<file path="src/rtl/uart_pkg.sv">
// Shared types and line levels for the lab UART link.
package uart_pkg;

  typedef enum logic [1:0] {
    IDLE  = 2'd0,
    START = 2'd1,
    DATA  = 2'd2,
    STOP  = 2'd3
  } tx_state_t;

  localparam logic IDLE_LEVEL  = 1'b1;
  localparam logic START_LEVEL = 1'b0;
  localparam logic STOP_LEVEL  = 1'b1;

endpackage

</file>
<file path="src/rtl/flex_counter.sv">
// Wrapping counter 0..rollover_val with synchronous clear; flags the last count.
module flex_counter #(
  parameter int WIDTH = 4
) (
  input  logic             clk,
  input  logic             n_rst,
  input  logic             clear,
  input  logic             count_enable,
  input  logic [WIDTH-1:0] rollover_val,
  output logic             rollover_flag
);

  logic [WIDTH-1:0] count;
  logic [WIDTH-1:0] count_next;

  always_comb begin
    count_next = count;
    if (clear) begin
      count_next = '0;
    end else if (count_enable) begin
      count_next = (count == rollover_val) ? '0 : count + 1'b1;
    end
  end

  always_ff @(posedge clk or negedge n_rst) begin
    if (!n_rst) begin
      count <= '0;
    end else begin
      count <= count_next;
    end
  end

  assign rollover_flag = count_enable && (count == rollover_val);

endmodule

</file>
<file path="src/rtl/uart_tx_block.sv">
// UART transmitter: start bit, DATA_BITS data bits LSB first, stop bit.
// Handshake: tx_start is taken only while tx_busy=0; tx_data is captured in that same cycle.
module uart_tx_block
  import uart_pkg::*;
#(
  parameter int CLKS_PER_BIT = 10,
  parameter int DATA_BITS    = 8
) (
  input  logic                 clk,
  input  logic                 n_rst,
  input  logic                 tx_start,
  input  logic [DATA_BITS-1:0] tx_data,
  output logic                 tx_busy,
  output logic                 tx_done,
  output logic                 serial_out
);

  localparam int TW = $clog2(CLKS_PER_BIT);
  localparam int CW = $clog2(DATA_BITS);
  localparam logic [TW-1:0] LAST_TICK = TW'(CLKS_PER_BIT - 1);
  localparam logic [CW-1:0] LAST_BIT  = CW'(DATA_BITS - 1);

  tx_state_t            state;
  tx_state_t            state_next;
  logic [DATA_BITS-1:0] shift_q;
  logic [DATA_BITS-1:0] shift_next;
  logic [CW-1:0]        bit_cnt;
  logic [CW-1:0]        bit_cnt_next;
  logic                 serial_next;
  logic                 busy_next;
  logic                 done_next;
  logic                 accept;
  logic                 timer_en;
  logic                 tick;

  assign accept   = (state == IDLE) && tx_start;
  assign timer_en = (state != IDLE);

  flex_counter #(
    .WIDTH(TW)
  ) u_bit_timer (
    .clk          (clk),
    .n_rst        (n_rst),
    .clear        (accept),
    .count_enable (timer_en),
    .rollover_val (LAST_TICK),
    .rollover_flag(tick)
  );

  // Outputs are computed one cycle ahead so they can come straight from flops.
  always_comb begin
    state_next   = state;
    shift_next   = shift_q;
    bit_cnt_next = bit_cnt;
    serial_next  = serial_out;
    busy_next    = tx_busy;
    done_next    = 1'b0;
    case (state)
      IDLE: begin
        serial_next = IDLE_LEVEL;
        busy_next   = 1'b0;
        if (tx_start) begin
          shift_next  = tx_data;
          state_next  = START;
          serial_next = START_LEVEL;
          busy_next   = 1'b1;
        end
      end
      START: begin
        if (tick) begin
          state_next   = DATA;
          bit_cnt_next = '0;
          serial_next  = shift_q[0];
        end
      end
      DATA: begin
        if (tick) begin
          shift_next   = shift_q >> 1;
          bit_cnt_next = bit_cnt + 1'b1;
          if (bit_cnt == LAST_BIT) begin
            state_next  = STOP;
            serial_next = STOP_LEVEL;
          end else begin
            serial_next = shift_q[1];
          end
        end
      end
      STOP: begin
        if (tick) begin
          state_next  = IDLE;
          serial_next = IDLE_LEVEL;
          busy_next   = 1'b0;
          done_next   = 1'b1;
        end
      end
      default: state_next = IDLE;
    endcase
  end

  always_ff @(posedge clk or negedge n_rst) begin
    if (!n_rst) begin
      state      <= IDLE;
      shift_q    <= '0;
      bit_cnt    <= '0;
      serial_out <= IDLE_LEVEL;
      tx_busy    <= 1'b0;
      tx_done    <= 1'b0;
    end else begin
      state      <= state_next;
      shift_q    <= shift_next;
      bit_cnt    <= bit_cnt_next;
      serial_out <= serial_next;
      tx_busy    <= busy_next;
      tx_done    <= done_next;
    end
  end

endmodule
</file>
<file path="config.mk">
export PLATFORM = sky130hd
export DESIGN_NAME = uart_tx_block
export DESIGN_NICKNAME = d
export VERILOG_FILES = /design/src/rtl/uart_pkg.sv /design/src/rtl/flex_counter.sv /design/src/rtl/uart_tx_block.sv
export SDC_FILE = /design/constraint.sdc
export NUM_CORES = 1
export LEC_CHECK = 0
export BUFFER_PORTS_ARGS = -buffer_cell sky130_fd_sc_hd__buf_2
export CAP_MARGIN = 25
export CORE_MARGIN = 2
export CORE_UTILIZATION = 38
export CTS_CLUSTER_DIAMETER = 120
export CTS_CLUSTER_SIZE = 20
export DETAILED_ROUTE_END_ITERATION = 7
export MAX_ROUTING_LAYER = met4
export PLACE_DENSITY = 0.53
export SETUP_SLACK_MARGIN = 0.2
export SLEW_MARGIN = 10
export SYNTH_ARGS = -nofsm -noshare
export SYNTH_HDL_FRONTEND = slang
export SYNTH_SLANG_ARGS = --single-unit
export TNS_END_PERCENT = 50
</file>
<file path="constraint.sdc">
create_clock -name clk -period 2.1 [get_ports clk]
set_input_delay 0.21 -clock clk [delete_from_list [all_inputs] [get_ports clk]]
set_output_delay 0.21 -clock clk [all_outputs]
set_load 0.03 [all_outputs]
</file>
Word-level counts from Yosys, hierarchy flattened
Index checks and enable logic that the tools add are counted.
Storage, ports and cells
  register bits: 20
  bits in latches: 0
  memory bits (writable): 0
  memory bits (read-only): 0
  output and inout port bits: 3
  word-level logic and storage cells: 58
  memories: 0
Cells by class
  add/sub/neg operators: 2
  multipliers: 0
  divide/modulo/power cells: 0
  $lt $le $gt $ge: 0
  equal/unequal tests: 10
  shift-type cells: 0
  muxes and demuxes: 26
  bitwise gates (word level): 0
  reductions and logical operators: 13
Operator list (count)
  $mux W8: 2
  $pmux W8 S2: 1
  $mux W4: 3
  $mux W2: 5
  $ne A2 B2 Y1 const B: 5
  $reduce_bool A2 Y1: 5
  $mux W1: 9
  $reduce_and A3 Y1: 3
  $pmux W2 S4: 1
  $mux W3: 2
  $pmux W3 S2: 1
  $reduce_and A5 Y1: 1
  $add A4 B1 Y4 const B: 1
  $eq A2 B2 Y1 const B: 2
  $eq A4 B4 Y1 const B: 1
  $pmux W1 S4: 1
  $add A3 B1 Y3 const B: 1
  $eq A3 B3 Y1 const B: 1
  $eq A2 B1 Y1 const B: 1
  $logic_and A1 B1 Y1: 2
  $logic_not A2 Y1: 1
  $pmux W1 S2: 1
  $reduce_and A2 Y1: 1

Depth between registers and ports, before layout
  word-level depth: 4
  depth in mapped cells: 7
  gate-level depth less buffers: 5

Hierarchy
From an unflattened synthesis, not the netlist that was laid out.
Second synthesis, totals
  cell total of the unflattened synthesis: 101
  area, all modules: 1239.9 um^2
Modules (own cells, without submodules)
  uart_tx_block: instances 1, cells an instance 73, area an instance 960.9 um^2, sequential area each 401.6 um^2
  flex_counter: instances 1, cells an instance 28, area an instance 279.0 um^2, sequential area each 100.1 um^2

Worst setup path before layout
OpenSTA, ideal clock, no wires.
  path type: reg-to-reg
  start: register state[0]
  end: register shift_q[0]
  library setup time: 0.125 ns
  arrival: 1.624 ns
  required time: 1.975 ns
  setup slack: 0.351 ns
  cell stages (with the launch flop): 8
  period minus slack after synthesis: 1.749 ns
  path through: dfrtp_1 inv_1 ha_1 nor4bb_1 buf_4 a21o_2 buf_6 mux2_4
Between the ends
  word-level cells in the longest chain between the ends: 4
  elaborated cells between the ends (all ways): 9
  classes of those cells: eq/ne: 3; mux: 1; reduce/logical: 5
Ends and longest elaborated chain
  from (decl): RTL line uart_tx_block.sv:23  | tx_state_t state;
  from (signal assigned): RTL line uart_tx_block.sv:109  | state <= state_next;
  $reduce_bool A2 Y1: RTL line uart_tx_block.sv:37  | assign timer_en = (state != IDLE);
  $logic_and A1 B1 Y1: RTL line flex_counter.sv:33  | assign rollover_flag = count_enable && (count == rollover_val);
  $ne A2 B2 Y1 (no source line)
  $reduce_and A3 Y1 (no source line)
  to (signal assigned): RTL line uart_tx_block.sv:110  | shift_q <= shift_next;
  to (decl): RTL line uart_tx_block.sv:25  | logic [DATA_BITS-1:0] shift_q;
Several ways; a longest one is shown, not always the timed one.
A chain may end at the register's enable or synchronous reset.

Worst setup path after layout
  start: register state[0]
  end: register state[1]
Between the ends
  word-level cells in the longest chain between the ends: 4
  elaborated cells between the ends (all ways): 13
  classes of those cells: eq/ne: 8; mux: 1; reduce/logical: 4
Ends and longest elaborated chain (RTL line)
  $reduce_bool A2 Y1: uart_tx_block.sv:37
  $logic_and A1 B1 Y1: flex_counter.sv:33
  $ne A2 B2 Y1 (no source line)
  $reduce_and A5 Y1 (no source line)
Several ways; a longest one is shown, not always the timed one.

==> run metrics <==
final total power=2.09 mW; gr usage total=13.5%; Initial Util=40.5%; Die Ht=58.5 µm; Non-Filler Instances=143; FP Rows=19; Main synth FF type=dfrtp_1; first-pass GRT wire length=between 3 and 4 mm; final slew viol count=0; clk_lat worst skew=0.30 ns; critical path type=flop to flop; Critical Path, Cell by Cell=inv_1 > ha_2 > nor4bb_4 > o221a_2 > mux2_2; Ys Warns=0; Seq. cell area=about 500 µm²; final worst slack=0.292 ns; Hold Crit Class=primary input to flop; fraction of layout cells with a size suffix above 1=between 40% and 50%; # H-tree levels=1; final-report setup violation count=0; Antenna Cells=0; Reg clk slew, reported paths=about 0.13 ns; I/O Buffers=13; post-route minimum period=1.81 ns; HPWL after detailed placement=1.43 mm; sequential power share=34.0%; CTS tree=yes; core area=2780 µm²; io pins=14; Remaining DRCs=0; fin crit share=a little under nine tenths; clock root buffer=clkbuf_4; drt via density=5.36; CP startpoint kind=flop; synth unique cells=35; Hold Path Origin=tx_start; Post-synth EDFFs=0; worst slew pin tran=roughly 0.46 ns; Peak supply drop=0.000855 V; Placement Cell Area=about 1200 µm²; post-synth top area cell=dfrtp_1; setup TNS=0 ns; area of the multi-input gates=601 µm²; dpl cells=137; drt pass-1 iters=4; commonest cells in the netlist=19 x dfrtp_1, 9 x mux2_2, 8 x ha_1, 7 x mux2_4, 6 x inv_1; First DRT Iteration DRCs=8; initial antenna violation count=0; Post-synth ARST share=between 90% and 100%; DP Worst Slack=-0.0305 ns; r2r endpoint=state[1]; top-count cell post-synth=dfrtp_1; cells on worst reg2reg path=5; crit path capture type=flop; largest cells by area after synthesis=dfrtp_1 42%, mux2_4 9.3%, mux2_2 9.0%; Post-Route WL=2.05 mm; top-area cell type share of the netlist area=42.2%; Hold Path Depth=2; Layout Nets=about 130; grt ovf=0; syn_area_per_cell=12.1 µm²; Max-Slew Margin vs Limit=69.6%; Max Root-Sink Buffers=2; Mapped Cells=93; Net Switching=726 µW; status=finished clean; MaxCap Viol Count=0; CTS sink cnt=20; Placer Congestion=0.778; Comb pwr share=50.5%; chip width=around 60 µm; drt wl/cell=14.3 µm; vias in the first global route=753; Net Count, Synth=112; Fmax=553 MHz; die area=roughly 3400 µm²; endpoints failing hold=0; Routed Antenna Nets=0; Setup Skew=0.00513 ns; fin area=approximately 1300 µm²; Area Overhead vs Synth=17.9%; CP Data Arrival Time=2.01 ns; RSZ-0062 raised after global routing=no; Via Count=767; Switching Fraction=a little over a third; Yosys reg bits=20; Crit path required time=between 2 and 2.5 ns; CP max FO=5; Pleak=0.635 nW; reg-to-reg slack, setup=0.29 ns; Worst path slowest cell=dfrtp_1; Mapped Area=1130 µm²; CTS buffer count=3; Seq/Total Area, Yosys=44.5%; # fillers=around 260; CP peak stage delay=roughly 0.43 ns; Power Density=1570 nW/µm²; total internal power=1.37 mW; largest net degree at the start of global routing=21; Hold EP=u_bit_timer.count[2]; Clk network pwr share=15.5%; FF-to-FF Start=state[0]
==> critical path, delay by kind of cell, from the launching register on <==
family | cells | cell delay, ns
simple gates | 1 | 0.38
fa+ha+maj | 1 | 0.21
compound gates | 1 | 0.28
flops | 1 | 0.43
buf+inv | 1 | 0.09
mux | 1 | 0.33
==> power by group through the flow <==
stage / Combinational (mW) / Clock, mW / Sequential, mW
2_1_floorplan: 0.777 / 0 / 0.719
3_3_place_gp: 0.998 / 0 / 0.710
5_1_grt: 1.17 / 0.343 / 0.740
3_5_place_dp: 1.00 / 0 / 0.715
6_report: 1.06 / 0.325 / 0.712
4_1_cts: 1.05 / 0.329 / 0.711
==> routing by layer <==
layer | global-route usage (%) | share of wire (%)
met4 | 3.99 | 0.83
met2 | 21.8 | 47
met5 | - | 0
met1 | 17.2 | 47
met3 | 2.64 | 5.4
==> final cells by class <==
cell class | instances | area share, %
Clock buffer | 3 | 1.69
Clock inverter | 1 | 2.26
Inverter | 6 | 1.69
Multi-Input combinational cell | 63 | 45.2
Sequential cell | 20 | 37.8
Tap cell | 31 | 2.92
Timing Repair Buffer | 19 | 8.47
==> flip-flops by register name, summed over array words and instances (netlist names) <==
signal / flops
bit_cnt: 3
serial_out: 1
shift_q: 8
state: 2
tx_busy: 1
tx_done: 1
u_bit_timer.count: 4
==> through the flow <==
step / util, % / hold WS (ns)
floorplan: - / -0.0856
global placement: 44.4 / 0.190
detailed placement: 44.4 / 0.189
CTS: 47.4 / 0.133
global route: 47.8 / 0.150
finish: 47.8 / 0.139
==> repair_timing <==
action,4_1_cts,5_1_grt
hold buffers,1,0
setup buffers,0,1
hold endpoints to repair,19,0
gates resized for setup,3,1
pin swaps,1,2
setup endpoints to repair,13,11
gates cloned,0,0
==> cell usage in the layout (no fill, tap or decap), drive strengths merged, types with 2 or more instances in the layout <==
| master | instances |
|---|---|
| ha | 8 |
| clkbuf | 3 |
| nor2 | 3 |
| inv | 6 |
| buf | 18 |
| a22o | 3 |
| dfrtp | 19 |
| nand2 | 3 |
| o21ai | 5 |
| o22ai | 2 |
| mux2 | 16 |
| and3b | 3 |
| mux2i | 2 |
| and2 | 2 |
==> cells by family after synthesis <==
family	after synthesis	share of synthesized area, %
muxes	18	20.1
and+or+nand+nor	18	9.88
adders and majority gates	8	8.88
AOI/OAI and AO/OA	19	12.3
DFF	20	44.5
buffers and inverters	10	4.33
==> worst max path at each step <==
stage | endpoint | depth (start not counted) | start
after global routing | bit_cnt[0] | 5 | state[0]
after CTS | state[1] | 5 | state[0]
after detailed placement | shift_q[2] | 5 | state[0]
final | state[1] | 5 | state[0]
after global placement | shift_q[6] | 5 | state[0]
after floorplan | shift_q[0] | 7 | state[0]
Power figures use the tool's default switching activity.
